$ cat src/rtl/seg7_pkg.sv
// seg7_pkg
//   Shared 7-segment definitions for the display driver, this reader and benches.
//   Segment vectors are ordered {g,f,e,d,c,b,a} and are active-low (0 = lit).
//   Contents:
//     SEG_*_BIT   bit position of each segment inside the 7-bit vector
//     SEG_0..F    glyph patterns for hex digits 0..F
//     seg_decode  pattern -> {legal, value[3:0]}; hex_en makes A..F legal
package seg7_pkg;

  localparam int SEG_A_BIT = 0;
  localparam int SEG_B_BIT = 1;
  localparam int SEG_C_BIT = 2;
  localparam int SEG_D_BIT = 3;
  localparam int SEG_E_BIT = 4;
  localparam int SEG_F_BIT = 5;
  localparam int SEG_G_BIT = 6;

  localparam logic [6:0] SEG_0 = 7'b1000000;
  localparam logic [6:0] SEG_1 = 7'b1111001;
  localparam logic [6:0] SEG_2 = 7'b0100100;
  localparam logic [6:0] SEG_3 = 7'b0110000;
  localparam logic [6:0] SEG_4 = 7'b0011001;
  localparam logic [6:0] SEG_5 = 7'b0010010;
  localparam logic [6:0] SEG_6 = 7'b0000010;
  localparam logic [6:0] SEG_7 = 7'b1111000;
  localparam logic [6:0] SEG_8 = 7'b0000000;
  localparam logic [6:0] SEG_9 = 7'b0010000;
  localparam logic [6:0] SEG_A = 7'b0001000;
  localparam logic [6:0] SEG_B = 7'b0000011;
  localparam logic [6:0] SEG_C = 7'b1000110;
  localparam logic [6:0] SEG_D = 7'b0100001;
  localparam logic [6:0] SEG_E = 7'b0000110;
  localparam logic [6:0] SEG_F = 7'b0001110;

  // Returns {legal, value}. Letter glyphs are only legal when hex_en is set;
  // value is meaningless when legal is 0.
  function automatic logic [4:0] seg_decode(input logic [6:0] seg, input logic hex_en);
    logic [4:0] r;
    r = 5'b0_0000;
    case (seg)
      SEG_0: r = {1'b1, 4'h0};
      SEG_1: r = {1'b1, 4'h1};
      SEG_2: r = {1'b1, 4'h2};
      SEG_3: r = {1'b1, 4'h3};
      SEG_4: r = {1'b1, 4'h4};
      SEG_5: r = {1'b1, 4'h5};
      SEG_6: r = {1'b1, 4'h6};
      SEG_7: r = {1'b1, 4'h7};
      SEG_8: r = {1'b1, 4'h8};
      SEG_9: r = {1'b1, 4'h9};
      SEG_A: r = {hex_en, 4'hA};
      SEG_B: r = {hex_en, 4'hB};
      SEG_C: r = {hex_en, 4'hC};
      SEG_D: r = {hex_en, 4'hD};
      SEG_E: r = {hex_en, 4'hE};
      SEG_F: r = {hex_en, 4'hF};
      default: r = 5'b0_0000;
    endcase
    return r;
  endfunction

endpackage

$ cat src/rtl/seg7_scan_reader_if.sv
// seg7_scan_reader_if
//   Bundle between a multiplexed 7-segment driver and the scan reader.
//   Signals:
//     seg        7       segment lines {g,f,e,d,c,b,a}, active-low
//     an         NDIG    digit enables, active-low
//     digits     4*NDIG  recovered digit values, digit k at [4k+3:4k]
//     dig_valid  NDIG    digit k last committed a legal pattern
//     upd        1       one-cycle commit pulse
//     upd_idx    3       digit index belonging to upd
//     an_err     1       one-cycle pulse, more than one anode was low
//   Modports: master = display side (drives seg/an), slave = reader.
interface seg7_scan_reader_if #(
  parameter int NDIG = 4
);
  logic [6:0]        seg;
  logic [NDIG-1:0]   an;
  logic [4*NDIG-1:0] digits;
  logic [NDIG-1:0]   dig_valid;
  logic              upd;
  logic [2:0]        upd_idx;
  logic              an_err;

  modport master (
    output seg, an,
    input  digits, dig_valid, upd, upd_idx, an_err
  );

  modport slave (
    input  seg, an,
    output digits, dig_valid, upd, upd_idx, an_err
  );
endinterface

$ cat src/rtl/seg7_pattern_decode.sv
// seg7_pattern_decode
//   Combinational segment-pattern decoder: seg[6:0] -> {legal, value[3:0]}.
//   Build option: define SEG7_HEX_DECODE_EN to accept the letter glyphs
//   A,b,C,d,E,F as values 10..15; otherwise they decode as illegal.
//   Ports:
//     seg    in   7  active-low segment pattern {g,f,e,d,c,b,a}
//     legal  out  1  pattern is a recognised digit
//     value  out  4  decoded value (only meaningful when legal=1)
module seg7_pattern_decode
  import seg7_pkg::*;
(
  input  logic [6:0] seg,
  output logic       legal,
  output logic [3:0] value
);

`ifdef SEG7_HEX_DECODE_EN
  localparam logic HEX_EN = 1'b1;
`else
  localparam logic HEX_EN = 1'b0;
`endif

  logic [4:0] dec;

  assign dec   = seg_decode(seg, HEX_EN);
  assign legal = dec[4];
  assign value = dec[3:0];

endmodule

$ cat src/rtl/seg7_scan_reader.sv
// seg7_scan_reader
//   Monitors multiplexed segment/anode lines and recovers the value shown on
//   each digit. A sample (an,seg) must repeat STABLE_CNT consecutive edges with
//   exactly one anode low before it commits to that digit's registers.
//   Build option: SEG7_HEX_DECODE_EN (see seg7_pattern_decode) makes A..F legal.
//   Parameters: NDIG (1..8) digits, STABLE_CNT (>=2) samples per commit.
//   Ports:
//     clk    in  system clock, rising edge
//     rst_n  in  synchronous reset, active-low
//     bus    seg7_scan_reader_if.slave: seg/an in; digits, dig_valid,
//            upd, upd_idx, an_err out
module seg7_scan_reader
  import seg7_pkg::*;
#(
  parameter int NDIG       = 4,
  parameter int STABLE_CNT = 4
) (
  input logic                 clk,
  input logic                 rst_n,
  seg7_scan_reader_if.slave   bus
);

  localparam int CW = $clog2(STABLE_CNT + 1);

  logic [NDIG-1:0] an_reg;
  logic [6:0]      seg_reg;
  logic [CW-1:0]   run_cnt_reg;
  logic [CW-1:0]   run_cnt_next;
  logic            upd_reg;
  logic [2:0]      upd_idx_reg;
  logic            an_err_reg;

  logic [NDIG-1:0] an_low;
  logic            any_low;
  logic            multi_low;
  logic            one_hot;
  logic            same_sample;
  logic            commit;
  logic [2:0]      idx;
  logic            dec_legal;
  logic [3:0]      dec_value;

  seg7_pattern_decode u_decode (
    .seg   (bus.seg),
    .legal (dec_legal),
    .value (dec_value)
  );

  assign an_low    = ~bus.an;
  assign any_low   = |an_low;
  // Clearing the lowest set bit leaves something only if two or more were set.
  assign multi_low = (an_low & (an_low - 1'b1)) != '0;
  assign one_hot   = any_low && !multi_low;

  // run_cnt_reg==0 marks the held sample as stale (after reset/blank/error).
  assign same_sample = (bus.an == an_reg) && (bus.seg == seg_reg) && (run_cnt_reg != '0);

  always_comb begin
    run_cnt_next = '0;
    if (!one_hot) begin
      run_cnt_next = '0;
    end else if (same_sample) begin
      run_cnt_next = (run_cnt_reg == CW'(STABLE_CNT)) ? run_cnt_reg : run_cnt_reg + 1'b1;
    end else begin
      run_cnt_next = CW'(1);
    end
  end

  // Fires only on the STABLE_CNT-1 -> STABLE_CNT step; saturation blocks repeats.
  assign commit = one_hot && same_sample && (run_cnt_reg == CW'(STABLE_CNT - 1));

  always_comb begin
    idx = '0;
    for (int i = 0; i < NDIG; i++) begin
      if (an_low[i]) idx = 3'(i);
    end
  end

  always_ff @(posedge clk) begin
    if (!rst_n) begin
      an_reg      <= '1;
      seg_reg     <= '1;
      run_cnt_reg <= '0;
      upd_reg     <= 1'b0;
      upd_idx_reg <= '0;
      an_err_reg  <= 1'b0;
    end else begin
      an_reg      <= bus.an;
      seg_reg     <= bus.seg;
      run_cnt_reg <= run_cnt_next;
      upd_reg     <= commit;
      if (commit) upd_idx_reg <= idx;
      an_err_reg  <= multi_low;
    end
  end

  generate
    for (genvar gi = 0; gi < NDIG; gi++) begin : g_digit
      logic [3:0] digit_reg;
      logic       valid_reg;

      always_ff @(posedge clk) begin
        if (!rst_n) begin
          digit_reg <= 4'h0;
          valid_reg <= 1'b0;
        end else if (commit && (idx == 3'(gi))) begin
          // Illegal glyphs keep the last good value but drop the valid flag.
          if (dec_legal) digit_reg <= dec_value;
          valid_reg <= dec_legal;
        end
      end

      assign bus.digits[4*gi +: 4] = digit_reg;
      assign bus.dig_valid[gi]     = valid_reg;
    end
  endgenerate

  assign bus.upd     = upd_reg;
  assign bus.upd_idx = upd_idx_reg;
  assign bus.an_err  = an_err_reg;

endmodule

$ cat src/flat_wrapper.sv
// flat-port wrapper written by rule: the top's interface ports become plain ports
module seg7_scan_reader_flat import seg7_pkg::*;
#(
  parameter int NDIG       = 4,
  parameter int STABLE_CNT = 4
)
  (clk, rst_n, bus_seg, bus_an, bus_digits, bus_dig_valid, bus_upd, bus_upd_idx, bus_an_err);
  seg7_scan_reader_if #(.NDIG(NDIG)) bus_i ();
  input logic clk;
  input logic rst_n;
  input wire logic [$bits(bus_i.seg)-1:0] bus_seg;
  input wire logic [$bits(bus_i.an)-1:0] bus_an;
  output wire logic [$bits(bus_i.digits)-1:0] bus_digits;
  output wire logic [$bits(bus_i.dig_valid)-1:0] bus_dig_valid;
  output wire logic [$bits(bus_i.upd)-1:0] bus_upd;
  output wire logic [$bits(bus_i.upd_idx)-1:0] bus_upd_idx;
  output wire logic [$bits(bus_i.an_err)-1:0] bus_an_err;
  assign bus_i.seg = bus_seg;
  assign bus_i.an = bus_an;
  assign bus_digits = bus_i.digits;
  assign bus_dig_valid = bus_i.dig_valid;
  assign bus_upd = bus_i.upd;
  assign bus_upd_idx = bus_i.upd_idx;
  assign bus_an_err = bus_i.an_err;
  seg7_scan_reader #(.NDIG(NDIG), .STABLE_CNT(STABLE_CNT)) u_core (.clk(clk), .rst_n(rst_n), .bus(bus_i));
endmodule
$ cat config.mk
export PLATFORM = sky130hd
export DESIGN_NAME = seg7_scan_reader_flat
export DESIGN_NICKNAME = d
export VERILOG_FILES = /design/src/rtl/seg7_pkg.sv /design/src/rtl/seg7_scan_reader_if.sv /design/src/rtl/seg7_pattern_decode.sv /design/src/rtl/seg7_scan_reader.sv /design/src/flat_wrapper.sv
export SDC_FILE = /design/constraint.sdc
export NUM_CORES = 1
export LEC_CHECK = 0
export ABC_CLOCK_PERIOD_IN_PS = 2270
export CAP_MARGIN = 20
export CORE_MARGIN = 1.5
export CORE_UTILIZATION = 30
export CTS_CLUSTER_SIZE = 28
export DETAILED_ROUTE_END_ITERATION = 16
export PLACE_DENSITY = 0.51
export SLEW_MARGIN = 10
export SYNTH_ARGS = -nofsm -noshare
export SYNTH_HDL_FRONTEND = slang
export SYNTH_HIERARCHICAL = 1
export SYNTH_SLANG_ARGS = --single-unit
$ cat constraint.sdc
create_clock -name clk -period 2.27 [get_ports clk]
set_input_delay 0.3405 -clock clk [delete_from_list [all_inputs] [get_ports clk]]
set_output_delay 0.3405 -clock clk [all_outputs]
set_load 0.01 [all_outputs]
==> impl_results.md <==
* Status: complete, but fails checks
* Failing checks: DRC, setup timing
* Final Cycle Share at 101%
* Max-Cap Viols at 0
* # clock sinks at 38
* Pre-CTS setup slack at -0.655 ns
* Remaining DRCs at 2
* Crit-path cells: inv_1 > ha_1 > nor2b_1 > or4b_4 > buf_6 > or4_4 > mux2i_1
* CP arrival at between 2 and 2.5 ns
* DR WL/cell at between 10 and 15 um
* Dpl hpwl at approximately 4000 um
* Synth unique cells at 43
* Clock Skews at slightly below 0.01 ns
* Final worst path period need at around 2.3 ns
* Clock buffer count from CTS at 5
* Via count at around 1.9k
* Max reg flops at 16
* Vias per inst at 4.89
* IO Pins at 38
* CP max stage delay at ~0.57 ns
* Clock root cell: clkbuf_8
* Sum Neg Setup Slack at -0.0798 ns
* Worst setup margin at -0.0229 ns
* Worst hold stages at 2
* ANT cells at 0
* Syn Area/Cell at ~8.7 um^2
* Hold path startpoint: bus_seg[1]
* Synthesized net count at between 200 and 300
* Share of layout cells above drive strength 1 at 25.2%
* Reg-to-reg startpoint: u_core/run_cnt_reg[1]
* # port buffers at 36
* Fmax at 0.436 GHz
* H-tree levels at 2
* Final nets at roughly 330
* WP data required at between 2 and 2.5 ns
* CP Launch Type: flip-flop
* Clock Path Buffers at 2
* CTS tree: yes
* Post-Syn Area at about 0.0020 mm^2
* Routed wire length at ~5300 um
* Hold slack at around 0.36 ns
* Worst reg2reg path depth at 7
* Post-route antenna net violation count at 0
* Max-slew violations at 0
* Initial DRC count at 77
* First-pass GRT wire length at 8980 um
* Overflow after GRT at 0
* Yosys Warn Count at 6
* Hold Buf Count CTS at 0
* R2r endpoint: u_core/g_digit[0].digit_reg[1]
* P&R area growth vs syn at 40.8%
* Post-synth EDFFs at 0
* Hold Fails Final Rpt at 0
* Cell Pwr Density at roughly 470 mW/mm^2
* Die H at around 85 um
* Worst-path maximum fanout at 5
* Largest net degree at the start of global routing at 11
* GRT Total Usage at 15.5%
* Drt pass-1 iters at 10
* Flop-to-flop setup slack at -0.02 ns
* Ys flop type: dfxtp_1
* Register bit total from synthesis at 38
* RSZ-0062 raised after global routing: yes
* Vias in the first global route at 1889
* Number of placement rows at 29
* Die width at ~85 um
* Total core area at between 0.006 and 0.007 mm^2
* Worst-Skew Late Latency at ~0.29 ns
* Reg clk slew, reported paths at around 0.08 ns
* Async SR Flop Fraction at 0%
* HP Class: input pin to flip-flop
* Antenna violations before repair at 0
* Seq/Total Area, Yosys at 37.4%
* Crit path kind: flip-flop to flip-flop
* Peak VDD IR at around 0.00025 V
* Leak at roughly 1.2 nW
* Routability cong. at around 0.85
* Slowest CP cell: or4_4
* Hold path endpoint: u_core/seg_reg[1]
* Initial Util at 31.5%
* Final setup violation count at 4
* Total Die Area at roughly 0.0073 mm^2
* Mapped Cells at roughly 240
* Critical Path End Type: flip-flop
worst max-delay path: cells and delay by family, from the launching register on:
kind                       cells  cell delay [ns]
muxes                          1             0.15
DFF                            1             0.36
and+or+nand+nor                3             1.29
adders and majority gates      1             0.19
buffers and inverters          2             0.18
power breakdown:
group          internal, mW  total [mW]  switching [mW]  leakage (nW)
Combinational         0.105       0.210           0.105         0.839
Clock                 0.234       0.460           0.226        0.0431
Sequential            0.679       0.684         0.00503         0.310
layout make-up:
class,count,area (um^2)
clock buffers,6,82.6
fillers,678,3590
inverters,6,22.5
multi-input cells,169,1130
flip-flops and latches,38,762
well taps,77,96.3
repair buffers,91,773
cells in the final DEF (no fill, tap or decap), drive strengths merged, types with 10 or more instances in the layout:
cell	synthesis	layout
mux2i	16	16
nand2b	14	14
nor3	11	11
clkdlybuf4s50	0	25
nand2	38	38
xnor2	10	10
dfxtp	38	38
a21oi	10	10
buf	17	55
routing by layer:
metal / routed length (um) / track usage [%] / vias to the layer above
li1: - / - / 950
met1: 2340 / 19.9 / 907
met2: 2700 / 26.0 / 27
met3: 147 / 3.50 / 8
met4: 76 / 4.84 / 0
met5: 0 / 0 / -
metrics by stage:
| step | power, mW | util [%] | area, um^2 | instances |
|---|---|---|---|---|
| 6_report | 1.36 | 44.3 | 2860 | 387 |
| 5_1_grt | 1.42 | 44.3 | 2860 | 387 |
| 4_1_cts | 1.37 | 44.0 | 2840 | 387 |
| 3_5_place_dp | 0.903 | 41.7 | 2690 | 374 |
| 3_3_place_gp | 0.905 | 41.7 | 2690 | 374 |
| 2_1_floorplan | 0.817 | - | 2070 | 235 |
repair_timing:
action | CTS | global route
pin swaps | 6 | 7
hold endpoints to repair | 0 | 0
resized for setup | 18 | 9
setup endpoints to repair | 15 | 19
setup buffers | 7 | 0
cells by family after synthesis:
family,after synthesis,synth area share [%]
AND/OR/NAND/NOR,108,29.1
flip-flops,38,37.4
buffers and inverters,28,9.16
AO/OA/AOI/OAI,26,7.50
multiplexers,17,8.43
XOR/XNOR,14,6.40
adder cells (fa/ha/maj),3,1.85
other,1,0.184
how the worst max path moves through the flow:
stage	endpoint	depth (start not counted)	startpoint
6_report	u_core/g_digit[0].digit_reg[1]	7	u_core/run_cnt_reg[1]
5_1_grt	u_core/g_digit[1].digit_reg[0]	13	u_core/seg_reg[2]
4_1_cts	u_core/g_digit[0].digit_reg[3]	6	u_core/an_reg[0]
3_5_place_dp	u_core/g_digit[2].digit_reg[0]	9	bus_seg[2]
3_3_place_gp	u_core/g_digit[2].digit_reg[2]	9	bus_seg[1]
2_1_floorplan	u_core/g_digit[2].digit_reg[0]	8	bus_an[0]
Yosys cell counts, types with 2 or more instances:
cell type	number	area share (%)
a211oi_1	2	0.74
a21oi_1	10	2.5
a31oi_1	3	0.92
and3_1	2	0.61
buf_2	5	1.2
buf_4	5	1.8
buf_6	6	3.3
clkbuf_1	5	0.92
dfxtp_1	38	37
ha_1	3	1.8
inv_1	6	1.1
mux2i_1	16	7.9
nand2_1	38	7.0
nand2b_1	13	4.0
nand3_1	5	1.2
nand4_1	8	2.5
nor2_1	8	1.5
nor2b_1	3	0.92
nor3_1	11	2.7
nor4_1	4	1.2
nor4_2	2	1.2
o21ai_0	7	1.7
or3_1	2	0.61
or4_1	2	0.74
or4b_1	2	0.98
xnor2_1	9	3.9
xor2_1	4	1.7
Note: power is estimated with default switching activity, not from simulation.
